### src/rtl/sdio_cia_pkg.sv
// Shared definitions for the SDIO function-0 CIA access sequencer.
// The optional read-after-write states exist only when SDIO_CIA_RAW_EN is defined.
package sdio_cia_pkg;

  // Region bases within the 17-bit CIA byte space
  localparam logic [16:0] CCCR_BASE        = 17'h00000;
  localparam logic [16:0] FBR_STRIDE       = 17'h00100;
  localparam logic [16:0] CIS_BASE_DEFAULT = 17'h01000;
  localparam logic [16:0] CIS_SIZE_DEFAULT = 17'h01000;

  // Access sequencer states
  typedef enum logic [2:0] {
    ST_IDLE  = 3'd0,
    ST_ISSUE = 3'd1,
    ST_WAIT  = 3'd2,
    ST_DONE  = 3'd3
`ifdef SDIO_CIA_RAW_EN
    ,
    ST_RAW_ISSUE = 3'd4,
    ST_RAW_WAIT  = 3'd5
`endif
  } cia_state_t;

endpackage

### src/rtl/sdio_cia_decode.sv
// Combinational CIA address decoder: maps a byte address onto the CCCR, one
// of the per-function FBRs or the CIS window, and produces the target offset.
// Writes into the CIS window are flagged as errors (the CIS is read-only).
module sdio_cia_decode
  import sdio_cia_pkg::*;
#(
  parameter int          NUM_FUNCS = 7,
  parameter logic [16:0] CIS_BASE  = CIS_BASE_DEFAULT,
  parameter logic [16:0] CIS_SIZE  = CIS_SIZE_DEFAULT
) (
  input  logic [16:0]          addr,
  input  logic                 write,
  output logic                 cccr_sel,
  output logic [NUM_FUNCS-1:0] fbr_sel,
  output logic                 cis_sel,
  output logic                 err,
  output logic [16:0]          offset
);

  // One bit wider so a window touching the top of the space cannot wrap
  localparam logic [17:0] CIS_END = {1'b0, CIS_BASE} + {1'b0, CIS_SIZE};

  logic                 cccr_hit;
  logic [NUM_FUNCS-1:0] fbr_hit;
  logic                 cis_hit;

  assign cccr_hit = (addr[16:8] == CCCR_BASE[16:8]);

  // FBR n occupies one 256-byte page at n * stride
  generate
    for (genvar gi = 0; gi < NUM_FUNCS; gi++) begin : g_fbr
      localparam logic [16:0] FBR_N_BASE = FBR_STRIDE * 17'(gi + 1);
      assign fbr_hit[gi] = (addr[16:8] == FBR_N_BASE[16:8]);
    end
  endgenerate

  assign cis_hit = ({1'b0, addr} >= {1'b0, CIS_BASE}) && ({1'b0, addr} < CIS_END);

  // Register pages win over the CIS window; anything unmatched is an error
  always_comb begin
    cccr_sel = cccr_hit;
    fbr_sel  = fbr_hit;
    cis_sel  = 1'b0;
    err      = 1'b0;
    offset   = {9'd0, addr[7:0]};
    if (!cccr_hit && (fbr_hit == '0)) begin
      if (cis_hit && !write) begin
        cis_sel = 1'b1;
        offset  = addr - CIS_BASE;
      end else begin
        err = 1'b1;
      end
    end
  end

endmodule

### src/rtl/sdio_cia_ctrl.sv
// CMD52 single-byte access sequencer into the function-0 CIA register space.
// Latches one command, strobes the decoded target, waits its read latency and
// returns exactly one completion. Define SDIO_CIA_RAW_EN to build the
// read-after-write path (second read strobe after a RAW write).
module sdio_cia_ctrl
  import sdio_cia_pkg::*;
#(
  parameter int          NUM_FUNCS    = 7,
  parameter int          READ_LATENCY = 1,
  parameter logic [16:0] CIS_BASE     = CIS_BASE_DEFAULT,
  parameter logic [16:0] CIS_SIZE     = CIS_SIZE_DEFAULT
) (
  input  logic                   clk,
  input  logic                   rst,
  input  logic                   i_cmd_stb,
  input  logic                   i_cmd_write,
  input  logic                   i_cmd_raw,
  input  logic [16:0]            i_cmd_addr,
  input  logic [7:0]             i_cmd_data,
  output logic                   o_cmd_busy,
  output logic                   o_cmd_done,
  output logic                   o_cmd_err,
  output logic [7:0]             o_cmd_data,
  output logic                   o_cccr_activate,
  output logic [NUM_FUNCS-1:0]   o_fbr_activate,
  output logic                   o_cis_activate,
  output logic                   o_tgt_write,
  output logic                   o_tgt_stb,
  output logic [16:0]            o_tgt_addr,
  output logic [7:0]             o_tgt_data,
  input  logic [7:0]             i_cccr_data,
  input  logic [8*NUM_FUNCS-1:0] i_fbr_data,
  input  logic [7:0]             i_cis_data
);

  // Countdown start so WAIT lasts exactly READ_LATENCY cycles
  localparam logic [1:0] WAIT_INIT = 2'(READ_LATENCY - 1);

  cia_state_t           state_reg, state_next;
  logic                 write_reg;
  logic                 cccr_sel_reg;
  logic [NUM_FUNCS-1:0] fbr_sel_reg;
  logic                 cis_sel_reg;
  logic [16:0]          addr_reg;
  logic [7:0]           wdata_reg;
  logic [1:0]           wait_cnt_reg;
  logic                 err_reg;
  logic [7:0]           rdata_reg;

  logic                 dec_cccr;
  logic [NUM_FUNCS-1:0] dec_fbr;
  logic                 dec_cis;
  logic                 dec_err;
  logic [16:0]          dec_offset;

  logic                 act_en;
  logic                 capture;
  logic [7:0]           tgt_rdata;
  logic [7:0]           fbr_masked [NUM_FUNCS];

`ifdef SDIO_CIA_RAW_EN
  logic                 raw_reg;
`else
  logic                 unused_raw;
  assign unused_raw = i_cmd_raw;
`endif

  sdio_cia_decode #(
    .NUM_FUNCS (NUM_FUNCS),
    .CIS_BASE  (CIS_BASE),
    .CIS_SIZE  (CIS_SIZE)
  ) u_decode (
    .addr     (i_cmd_addr),
    .write    (i_cmd_write),
    .cccr_sel (dec_cccr),
    .fbr_sel  (dec_fbr),
    .cis_sel  (dec_cis),
    .err      (dec_err),
    .offset   (dec_offset)
  );

  // Only the selected FBR may contribute to the read-back byte
  generate
    for (genvar gi = 0; gi < NUM_FUNCS; gi++) begin : g_fbr_mux
      assign fbr_masked[gi] = fbr_sel_reg[gi] ? i_fbr_data[gi*8 +: 8] : 8'h00;
    end
  endgenerate

  // AND-OR read mux over the latched one-hot target select
  always_comb begin
    tgt_rdata = (cccr_sel_reg ? i_cccr_data : 8'h00) | (cis_sel_reg ? i_cis_data : 8'h00);
    for (int i = 0; i < NUM_FUNCS; i++) begin
      tgt_rdata = tgt_rdata | fbr_masked[i];
    end
  end

  // Next-state and per-state strobe/activate/handshake outputs
  always_comb begin
    state_next  = state_reg;
    act_en      = 1'b0;
    capture     = 1'b0;
    o_tgt_stb   = 1'b0;
    o_tgt_write = 1'b0;
    o_cmd_busy  = 1'b1;
    o_cmd_done  = 1'b0;
    case (state_reg)
      ST_IDLE: begin
        o_cmd_busy = 1'b0;
        if (i_cmd_stb) state_next = dec_err ? ST_DONE : ST_ISSUE;
      end
      ST_ISSUE: begin
        act_en      = 1'b1;
        o_tgt_stb   = 1'b1;
        o_tgt_write = write_reg;
        if (!write_reg) state_next = ST_WAIT;
`ifdef SDIO_CIA_RAW_EN
        else if (raw_reg) state_next = ST_RAW_ISSUE;
`endif
        else state_next = ST_DONE;
      end
      ST_WAIT: begin
        act_en  = 1'b1;
        capture = (wait_cnt_reg == 2'd0);
        if (capture) state_next = ST_DONE;
      end
`ifdef SDIO_CIA_RAW_EN
      ST_RAW_ISSUE: begin
        act_en     = 1'b1;
        o_tgt_stb  = 1'b1;
        state_next = ST_RAW_WAIT;
      end
      ST_RAW_WAIT: begin
        act_en  = 1'b1;
        capture = (wait_cnt_reg == 2'd0);
        if (capture) state_next = ST_DONE;
      end
`endif
      ST_DONE: begin
        o_cmd_done = 1'b1;
        state_next = ST_IDLE;
      end
      default: state_next = ST_IDLE;
    endcase
  end

  assign o_cccr_activate = cccr_sel_reg & act_en;
  assign o_fbr_activate  = fbr_sel_reg & {NUM_FUNCS{act_en}};
  assign o_cis_activate  = cis_sel_reg & act_en;
  assign o_tgt_addr      = addr_reg;
  assign o_tgt_data      = wdata_reg;
  assign o_cmd_err       = err_reg;
  assign o_cmd_data      = rdata_reg;

  // State register, command latch, latency counter and completion result
  always_ff @(posedge clk) begin
    if (rst) begin
      state_reg    <= ST_IDLE;
      write_reg    <= 1'b0;
      cccr_sel_reg <= 1'b0;
      fbr_sel_reg  <= '0;
      cis_sel_reg  <= 1'b0;
      addr_reg     <= '0;
      wdata_reg    <= '0;
      wait_cnt_reg <= '0;
      err_reg      <= 1'b0;
      rdata_reg    <= '0;
`ifdef SDIO_CIA_RAW_EN
      raw_reg      <= 1'b0;
`endif
    end else begin
      state_reg <= state_next;
      if (state_reg == ST_IDLE && i_cmd_stb) begin
        write_reg    <= i_cmd_write;
        cccr_sel_reg <= dec_cccr;
        fbr_sel_reg  <= dec_fbr;
        cis_sel_reg  <= dec_cis;
        addr_reg     <= dec_offset;
        wdata_reg    <= i_cmd_data;
`ifdef SDIO_CIA_RAW_EN
        raw_reg      <= i_cmd_raw;
`endif
        if (dec_err) begin
          err_reg   <= 1'b1;
          rdata_reg <= 8'h00;
        end
      end
      // Each strobe restarts the latency countdown
      if (o_tgt_stb) wait_cnt_reg <= WAIT_INIT;
      else if (wait_cnt_reg != 2'd0) wait_cnt_reg <= wait_cnt_reg - 2'd1;
      // Plain write completes straight from ISSUE with no read-back
      if (state_reg == ST_ISSUE && state_next == ST_DONE) begin
        err_reg   <= 1'b0;
        rdata_reg <= 8'h00;
      end
      if (capture) begin
        err_reg   <= 1'b0;
        rdata_reg <= tgt_rdata;
      end
    end
  end

endmodule
### config.mk
export PLATFORM = sky130hd
export DESIGN_NAME = sdio_cia_ctrl
export DESIGN_NICKNAME = d
export VERILOG_FILES = /design/src/rtl/sdio_cia_pkg.sv /design/src/rtl/sdio_cia_decode.sv /design/src/rtl/sdio_cia_ctrl.sv
export SDC_FILE = /design/constraint.sdc
export NUM_CORES = 1
export LEC_CHECK = 0
export ABC_AREA = 1
export BUFFER_PORTS_ARGS = -buffer_cell sky130_fd_sc_hd__buf_2
export CORE_ASPECT_RATIO = 1.2
export CORE_UTILIZATION = 40
export DETAILED_ROUTE_END_ITERATION = 16
export PLACE_DENSITY = 0.77
export SETUP_SLACK_MARGIN = 0.02
export SLEW_MARGIN = 25
export SYNTH_ARGS = -nofsm -noshare
export SYNTH_HDL_FRONTEND = slang
export SYNTH_SLANG_ARGS = --single-unit
### constraint.sdc
create_clock -name clk -period 1.2 [get_ports clk]
set_input_delay 0 -clock clk [delete_from_list [all_inputs] [get_ports clk]]
set_output_delay 0 -clock clk [all_outputs]
set_load 0.005 [all_outputs]
==> results of run 1 <==
what timing repair did:
action | in CTS | in global routing
pin swaps | 3 | 2
gates cloned | 1 | 0
hold buffers | 21 | 0
setup endpoints to repair | 55 | 57
setup buffers | 3 | 3
gates resized for setup | 19 | 18
endpoints found under the hold margin | 21 | 0
kinds of logic after synthesis:
logic type | after synthesis | synth area share
AO/OA/AOI/OAI | 78 | 0.186
XOR/XNOR | 3 | 0.0103
adder cells (fa/ha/maj) | 4 | 0.0197
buffers and inverters | 53 | 0.0857
flip-flops | 49 | 0.386
other | 1 | 0.00148
AND/OR/NAND/NOR | 181 | 0.311
stage by stage:
step                      area [um^2]  setup TNS [ps]  utilization
final                            3890           -4430        0.639
after global routing             3890           -8270        0.639
after CTS                        3800           -3190        0.624
after detailed placement         3410            -866        0.560
after global placement           3410          -0.248        0.560
after floorplan                  2540               0            -
path summary, 6_finish.rpt:
check,from,endpoint,slack (ps),depth (start not counted)
worst max-delay path,cis_sel_reg,o_cis_activate,-130,4
worst min-delay path,i_cmd_addr[15],o_tgt_addr[15],30,4
worst max register to register,state_reg[0],o_cmd_data[2],-120,8
worst min register to register,o_cmd_err,o_cmd_err,470,2
per-layer routing:
layer,wire length [um],up-vias,track usage
li1,-,1557,-
met5,18,-,0
met4,150,2,0.0892
met3,619,18,0.0676
met2,4490,128,0.505
met1,3460,1402,0.251
cells in the final DEF (no fill, tap or decap), types with 2 or more instances in the layout:
cell           Yosys  routed
nand2_1           78      77
ha_1               4       4
buf_6              2       3
inv_2              3       5
a211oi_2           0       4
nor3_1             5       5
inv_1             30      26
o31ai_1            3       3
a211oi_1           7       3
a22o_1            15      15
nor2_2             3       6
nor2_1            60      57
inv_4              0       2
clkbuf_8           0       5
a21oi_1           33      23
o21ai_0           19      19
nand3b_1           5       5
nand2_4            1       2
dfxtp_2            0       4
a21oi_2            0      10
buf_12             0       2
nand3_1           20      20
nor2_4             1       2
buf_2              2     146
xor2_1             3       3
buf_4              0      16
nand2_2            4       4
dlygate4sd3_1      0      21
dfxtp_1           49      45
worst max-delay path: stages (launching register included):
cell,delay [ps]
dfxtp_1,580
buf_4,190
inv_1,40
nor2_2,90
buf_2,130
cell type report:
class | instances | area [um^2] | area share
multi-input cells | 268 | 1430 | 0.368
well taps | 82 | 103 | 0.0264
clock buffers | 5 | 68.8 | 0.0177
clock inverters | 3 | 21.3 | 0.00546
repair buffers | 189 | 1150 | 0.295
flip-flops and latches | 49 | 986 | 0.253
inverters | 33 | 129 | 0.0331
diodes | 1 | 2.50 | 0.000643
power groups by stage:
stage                     combinational, mW  sequential, mW  clock (mW)
after floorplan                       0.381            1.78           0
after global placement                0.687            1.83           0
after detailed placement              0.699            1.83           0
after CTS                             0.782            1.80        1.03
after global routing                  0.906            1.81        1.10
final                                 0.820            1.80        1.00
==> metrics.txt, run 1 <==
Fin. Hold Viols 0; Avg Inst Size Synth 6.89 um^2; Crit path arrival time between 1000 and 1500 ps; starting density of the core 0.417; worst slack, placed -55.1 ps; TritonCTS Sinks 49; Tightest Pin Transition 519 ps; Power Total 3.62 mW; Worst-path clk slew 90 ps; failing checks negative setup slack; Total GRT Usage 0.256; CP startpoint kind flip-flop; EDFF count, synth 0; Crit. End Element output pin; worst hold path type in2reg; final setup vio count 55; DP HPWL ~6.4 mm; WL per Instance 13.9 um; vias per cell 4.93; Synth top area share 0.386; fillers 570; Largest register FFs 17; Non-Filler Instances 630; prevailing post-synth register cell dfxtp_1; Synth Instances 369; I/O pins 149; DP Cell Count 593; Starting DRT DRC Count 76; antenna violations before repair 2; logic gate share of total power 0.226; sw frac 0.300; Netlist cell types 30; vias in the first global route around 2900; DRC 0; CP Class reg2out; Seq/Total Area, Yosys 0.386; Synth async-reset ratio 0; RD Place Congestion 0.831; RSZ-0062 raised after global routing yes; Clock power frac 0.277; status finished with violations; row cnt 31; sequential share of power 0.496; Die Area 0.00668 mm^2; relative slew slack 0.654; Root Buffer clkbuf_8; Psw 1.09 mW; Int Pwr 2.54 mW; Layout Skew 8.13 ps; hold slack final slightly above 30 ps; port buffer count 147; Synth area leader dfxtp_1; Synth Register Bits 49; Synth Warn # 0; Routed WL 8.74 mm; TritonCTS clock tree built; top cells by area, synth dfxtp_1 39%, nand2_1 12%, nor2_1 8.9%; fin crit period 1330 ps; H-tree levels 2; worst-path maximum fanout 9; synth cell count leaders 78 x nand2_1, 60 x nor2_1, 49 x dfxtp_1; core area around 0.0061 mm^2; ratio of cells with drive above 1 in the final layout 0.397; synthesized cell area approximately 0.0025 mm^2; clk_lat worst skew 310 ps; PD cells around 930 mW/mm^2; Max Slew Vio Count 0; Layout area overhead 53.2%; total CTS buffers 5; ANT nets after route 0; die span in y between 80 and 90 um; fin worst setup slack -129 ps; peak supply drop 0.605 mV; CP required 1200 ps; Max Root-Sink Buffers 2; final worst-path cycle share 1.11; total gr overflow 0; first-pass GRT wire length 12.8 mm; Fmax 753 MHz; Synth Net Count 475; Pleak 1.95 nW; Vias 3107; Nets around 650; number of max-cap violations 0; count leader, synth nand2_1; iteration count of the initial detailed-routing pass 4; pin count of the biggest net entering global routing 27; Die W 74.8 um
Note: power is estimated with default switching activity, not from simulation.
==> inputs of run 2 (changes only) <==
- ABC_CLOCK_PERIOD_IN_PS: unset -> 1200
- SETUP_SLACK_MARGIN: 0.02 -> 0.3
==> metrics.txt, run 2 (same netlist as run 1, synthesis figures left out) <==
port buffer count 147; clk_lat worst skew approximately 310 ps; Int Pwr 2.70 mW; met1 Usage GRT 0.281; DP Cell Count 592; H-tree levels 2; CP startpoint kind flip-flop; ANT nets after route 0; worst slack, placed -41.8 ps; number of max-cap violations 0; RD Place Congestion 0.794; Largest register FFs 17; Fmax 727 MHz; DP HPWL 6.31 mm; met2 Track Usage GR 0.494; starting density of the core 0.417; Max Slew Vio Count 0; first-pass GRT wire length 13.4 mm; most common cell after layout, fill and taps aside buf_2; Tightest Pin Transition 746 ps; RSZ-0062 raised after global routing yes; Crit path arrival time 1620 ps; iteration count of the initial detailed-routing pass 5; Vias ~3200; Worst-path clk slew 90 ps; Pleak 2.08 nW; sequential share of power 0.471; DRC 0; Die Area around 0.0067 mm^2; failing checks negative setup slack; row cnt 31; Die W about 75 um; Layout area overhead 70.8%; peak supply drop 0.847 mV; final setup vio count 57; Total GRT Usage 0.272; Non-Filler Instances 637; fin worst setup slack -176 ps; Starting DRT DRC Count 108; status finished with violations; Root Buffer clkbuf_8; Psw 1.16 mW; Max Root-Sink Buffers 2; PD cells approximately 890 mW/mm^2; critical path launch point state_reg[2]; final worst-path cycle share 1.15; fin crit period 1380 ps; logic gate share of total power 0.261; TritonCTS clock tree built; TritonCTS Sinks 49; sw frac 0.300; hold slack final 52.7 ps; total CTS buffers 5; vias in the first global route 2881; worst hold path type in2reg; core area around 0.006 mm^2; Crit. End Element flip-flop; Layout Skew between 9 and 10 ps; Hold Crit Start i_cmd_addr[15]; vias per cell 5.10; Reg2Reg Launch Point state_reg[2]; met3 GRT Util 0.0643; Routed WL roughly 9.9 mm; die span in y 89.3 um; WL per Instance 15.6 um; Clock power frac 0.268; pin count of the biggest net entering global routing 27; total gr overflow 0; most used routing layer in global routing met2; CP required between 1000 and 1500 ps; Fin. Hold Viols 0; Nets 659; I/O pins 149; worst-path maximum fanout 4; antenna violations before repair 1; ratio of cells with drive above 1 in the final layout 0.478; most frequent cells in the layout 144 x buf_2, 71 x nand2_1, 56 x nor2_1; Final Util 0.713; setup TNS -5660 ps; relative slew slack 0.502; CP Class reg2reg
[run 2: cell count changes in the layout (fill, tap and decap cells not counted), sizes merged]
cell | before | now
nand2 | 83 | 84
buf | 168 | 172
clkbuf | 5 | 7
clkinv | 1 | 3
bufbuf | 0 | 1
inv | 34 | 31
[run 2: power groups by stage]
| stage | Combinational, mW | Sequential [mW] | Clock, mW |
|---|---|---|---|
| finish | 1.01 | 1.82 | 1.04 |
| global route | 1.09 | 1.82 | 1.13 |
| CTS | 0.927 | 1.81 | 1.03 |
| detailed placement | 0.696 | 1.84 | 0 |
| global placement | 0.688 | 1.84 | 0 |
| floorplan | 0.387 | 1.79 | 0 |
[run 2: worst max-delay path: stages, from the launching register on]
cell	delay, ps
dfxtp_4	380
nor2_4	90
nand2_2	80
nor2_4	130
buf_6	130
nand2_8	80
nor2_4	190
nand2_2	100
a21oi_2	120
[run 2: path summary, 6_finish.rpt]
kind,endpoint,slack (ps),cells after the start
worst max-delay path,o_tgt_addr[14],-180,8
worst min-delay path,o_tgt_addr[15],50,4
worst max register to register,o_tgt_addr[14],-180,8
worst min register to register,o_cmd_err,470,2
[run 2: timing repair]
item                                   in CTS  in global routing
gates resized for setup                    60                 47
endpoints found under the hold margin      21                  0
setup endpoints to repair                  61                 61
pin swaps                                  18                 14
hold buffers                               21                  0
buffers inserted                            7                  2
gates cloned                                5                  1
[run 2: area by class of cell]
type                    count  area, um^2
inverters                  33         145
clock buffers               6        82.6
multi-input cells         269        1670
diodes                      1        2.50
flip-flops and latches     49         990
well taps                  82         103
repair buffers            195        1340
fillers                   443        1750
clock inverters             2        13.8
[run 2: routing by layer]
| metal | vias up | share of wire |
|---|---|---|
| met3 | 26 | 0.067 |
| met4 | 0 | 0.036 |
| met1 | 1484 | 0.38 |
| met2 | 154 | 0.52 |
| met5 | - | 0 |
| li1 | 1582 | - |
[run 2: through the flow]
step	total power [mW]	instance area (um^2)
finish	3.86	4340
global route	4.04	4340
CTS	3.76	4120
detailed placement	2.54	3440
global placement	2.53	3440
floorplan	2.17	2580
==> inputs of run 3 (changes only) <==
- BUFFER_PORTS_ARGS: -buffer_cell sky130_fd_sc_hd__buf_2 -> -buffer_cell sky130_fd_sc_hd__buf_4
==> metrics.txt, run 3 (same netlist as run 1, synthesis figures left out) <==
status finished with violations; failing checks negative setup slack; total gr overflow 0; worst-path maximum fanout 5; die span in y 89.3 um; Final Util 0.775; RD Place Congestion between 0.8 and 0.9; number of max-cap violations 0; DP HPWL around 6.5 mm; TritonCTS clock tree built; RSZ-0062 raised after global routing yes; first-pass GRT wire length 14.0 mm; CP startpoint kind flip-flop; CP Class reg2reg; Root Buffer clkbuf_8; Fin. Hold Viols 0; Die Area 0.00668 mm^2; Largest register FFs 17; hold slack final 76.9 ps; most frequent cells in the layout 159 x buf_4, 70 x nand2_1, 54 x nor2_1; peak supply drop 0.910 mV; Starting DRT DRC Count 103; H-tree levels 2; antenna violations before repair 0; port buffer count about 150; most common cell after layout, fill and taps aside buf_4; Fmax 704 MHz; WL per Instance 16.4 um; Layout Skew ~12 ps; worst path cell trace nor2_4 > nand2_2 > nor2_4 > buf_6 > buf_8 > buf_6 > o21ai_0 > a21oi_1; Slowest-stage cell, CP dfxtp_2; Max Root-Sink Buffers 2; final setup vio count slightly above 60; vias in the first global route approximately 3000; fin worst setup slack -221 ps; Diodes inserted 0; Layout area overhead 85.8%; fin crit period about 1400 ps; CP required 1440 ps; PD cells approximately 850 mW/mm^2; worst hold path type in2reg; Crit. End Element flip-flop; Tightest Pin Transition ~800 ps; final worst-path cycle share 1.18; ANT nets after route 0; ratio of cells with drive above 1 in the final layout 0.480; DRC 0; total CTS buffers 5; core area 0.00609 mm^2; clk_lat worst skew 310 ps; Worst-path clk slew 100 ps; Die W about 75 um; Total GRT Usage 0.279; fillers 391; setup TNS -9370 ps; Routed WL between 10 and 15 mm; starting density of the core 0.417; pin count of the biggest net entering global routing 28; Pleak 2.19 nW; I/O pins 149; TritonCTS Sinks 49; relative slew slack 0.466; row cnt 31; Crit path arrival time 1660 ps; vias per cell 5.24; slowest stage delay, CP 350 ps; Nets 666; Vias 3369; Max Slew Vio Count 0; iteration count of the initial detailed-routing pass 4
[run 3: cell count changes in the layout (fill, tap and decap cells not counted), sizes merged]
cell / previous run / this run
inv: 31 / 34
diode: 1 / 0
clkinv: 3 / 0
dlygate4sd3: 21 / 22
buf: 172 / 177
bufbuf: 1 / 0
clkbuf: 7 / 9
[run 3: path summary, 6_finish.rpt]
check	startpoint	endpoint	slack [ps]	depth (start not counted)
setup / recovery	state_reg[0]	cccr_sel_reg	-220	8
hold / removal	i_cmd_addr[14]	o_tgt_addr[14]	80	4
setup reg to reg	state_reg[0]	cccr_sel_reg	-220	8
hold reg to reg	o_cmd_err	o_cmd_err	460	2
[run 3: cell type report]
class	count	area, um^2	area share
Sequential cell	49	991	0.210
Clock buffer	6	82.6	0.0175
Clock inverter	2	16.3	0.00344
Tap cell	82	103	0.0217
Timing Repair Buffer	202	1730	0.367
Inverter	33	139	0.0294
Multi-Input combinational cell	269	1660	0.351
[run 3: per-stage QoR]
step | cells | power (mW) | setup slack [ps] | instance area [um^2]
after floorplan | 369 | 2.17 | 57.5 | 2580
after global placement | 591 | 2.65 | 6.81 | 3800
after detailed placement | 591 | 2.66 | -49.5 | 3800
after CTS | 634 | 3.85 | -108 | 4380
after global routing | 643 | 4.18 | -294 | 4720
final | 643 | 4.04 | -221 | 4720
[run 3: per-layer routing]
| metal | vias to the layer above | share of wire | track usage |
|---|---|---|---|
| met5 | - | 0 | 0 |
| li1 | 1592 | - | - |
| met3 | 34 | 0.091 | 0.0755 |
| met2 | 184 | 0.53 | 0.535 |
| met1 | 1559 | 0.34 | 0.265 |
| met4 | 0 | 0.034 | 0.144 |
[run 3: report_power, final]
| part | switching (mW) | internal, mW | leakage (nW) | total [mW] |
|---|---|---|---|---|
| combinational | 0.501 | 0.648 | 1.74 | 1.15 |
| sequential | 0.111 | 1.71 | 0.402 | 1.82 |
| clock | 0.592 | 0.476 | 0.0478 | 1.07 |
| total | 1.20 | 2.83 | 2.19 | 4.04 |
[run 3: critical path: cells and delay by family, from the launching register on]
kind                   cells  cell delay (ps)
AOI/OAI and AO/OA          2              250
and+or+nand+nor            3              360
DFF                        1              350
buffers and inverters      3              370
[run 3: timing repair]
| item | 4_1_cts | 5_1_grt |
|---|---|---|
| resized for setup | 39 | 66 |
| endpoints found under the setup margin | 61 | 61 |
| pin swaps | 5 | 20 |
| gates cloned | 2 | 5 |
| buffers inserted | 11 | 4 |
| hold buffers | 22 | 0 |
| hold endpoints to repair | 22 | 0 |
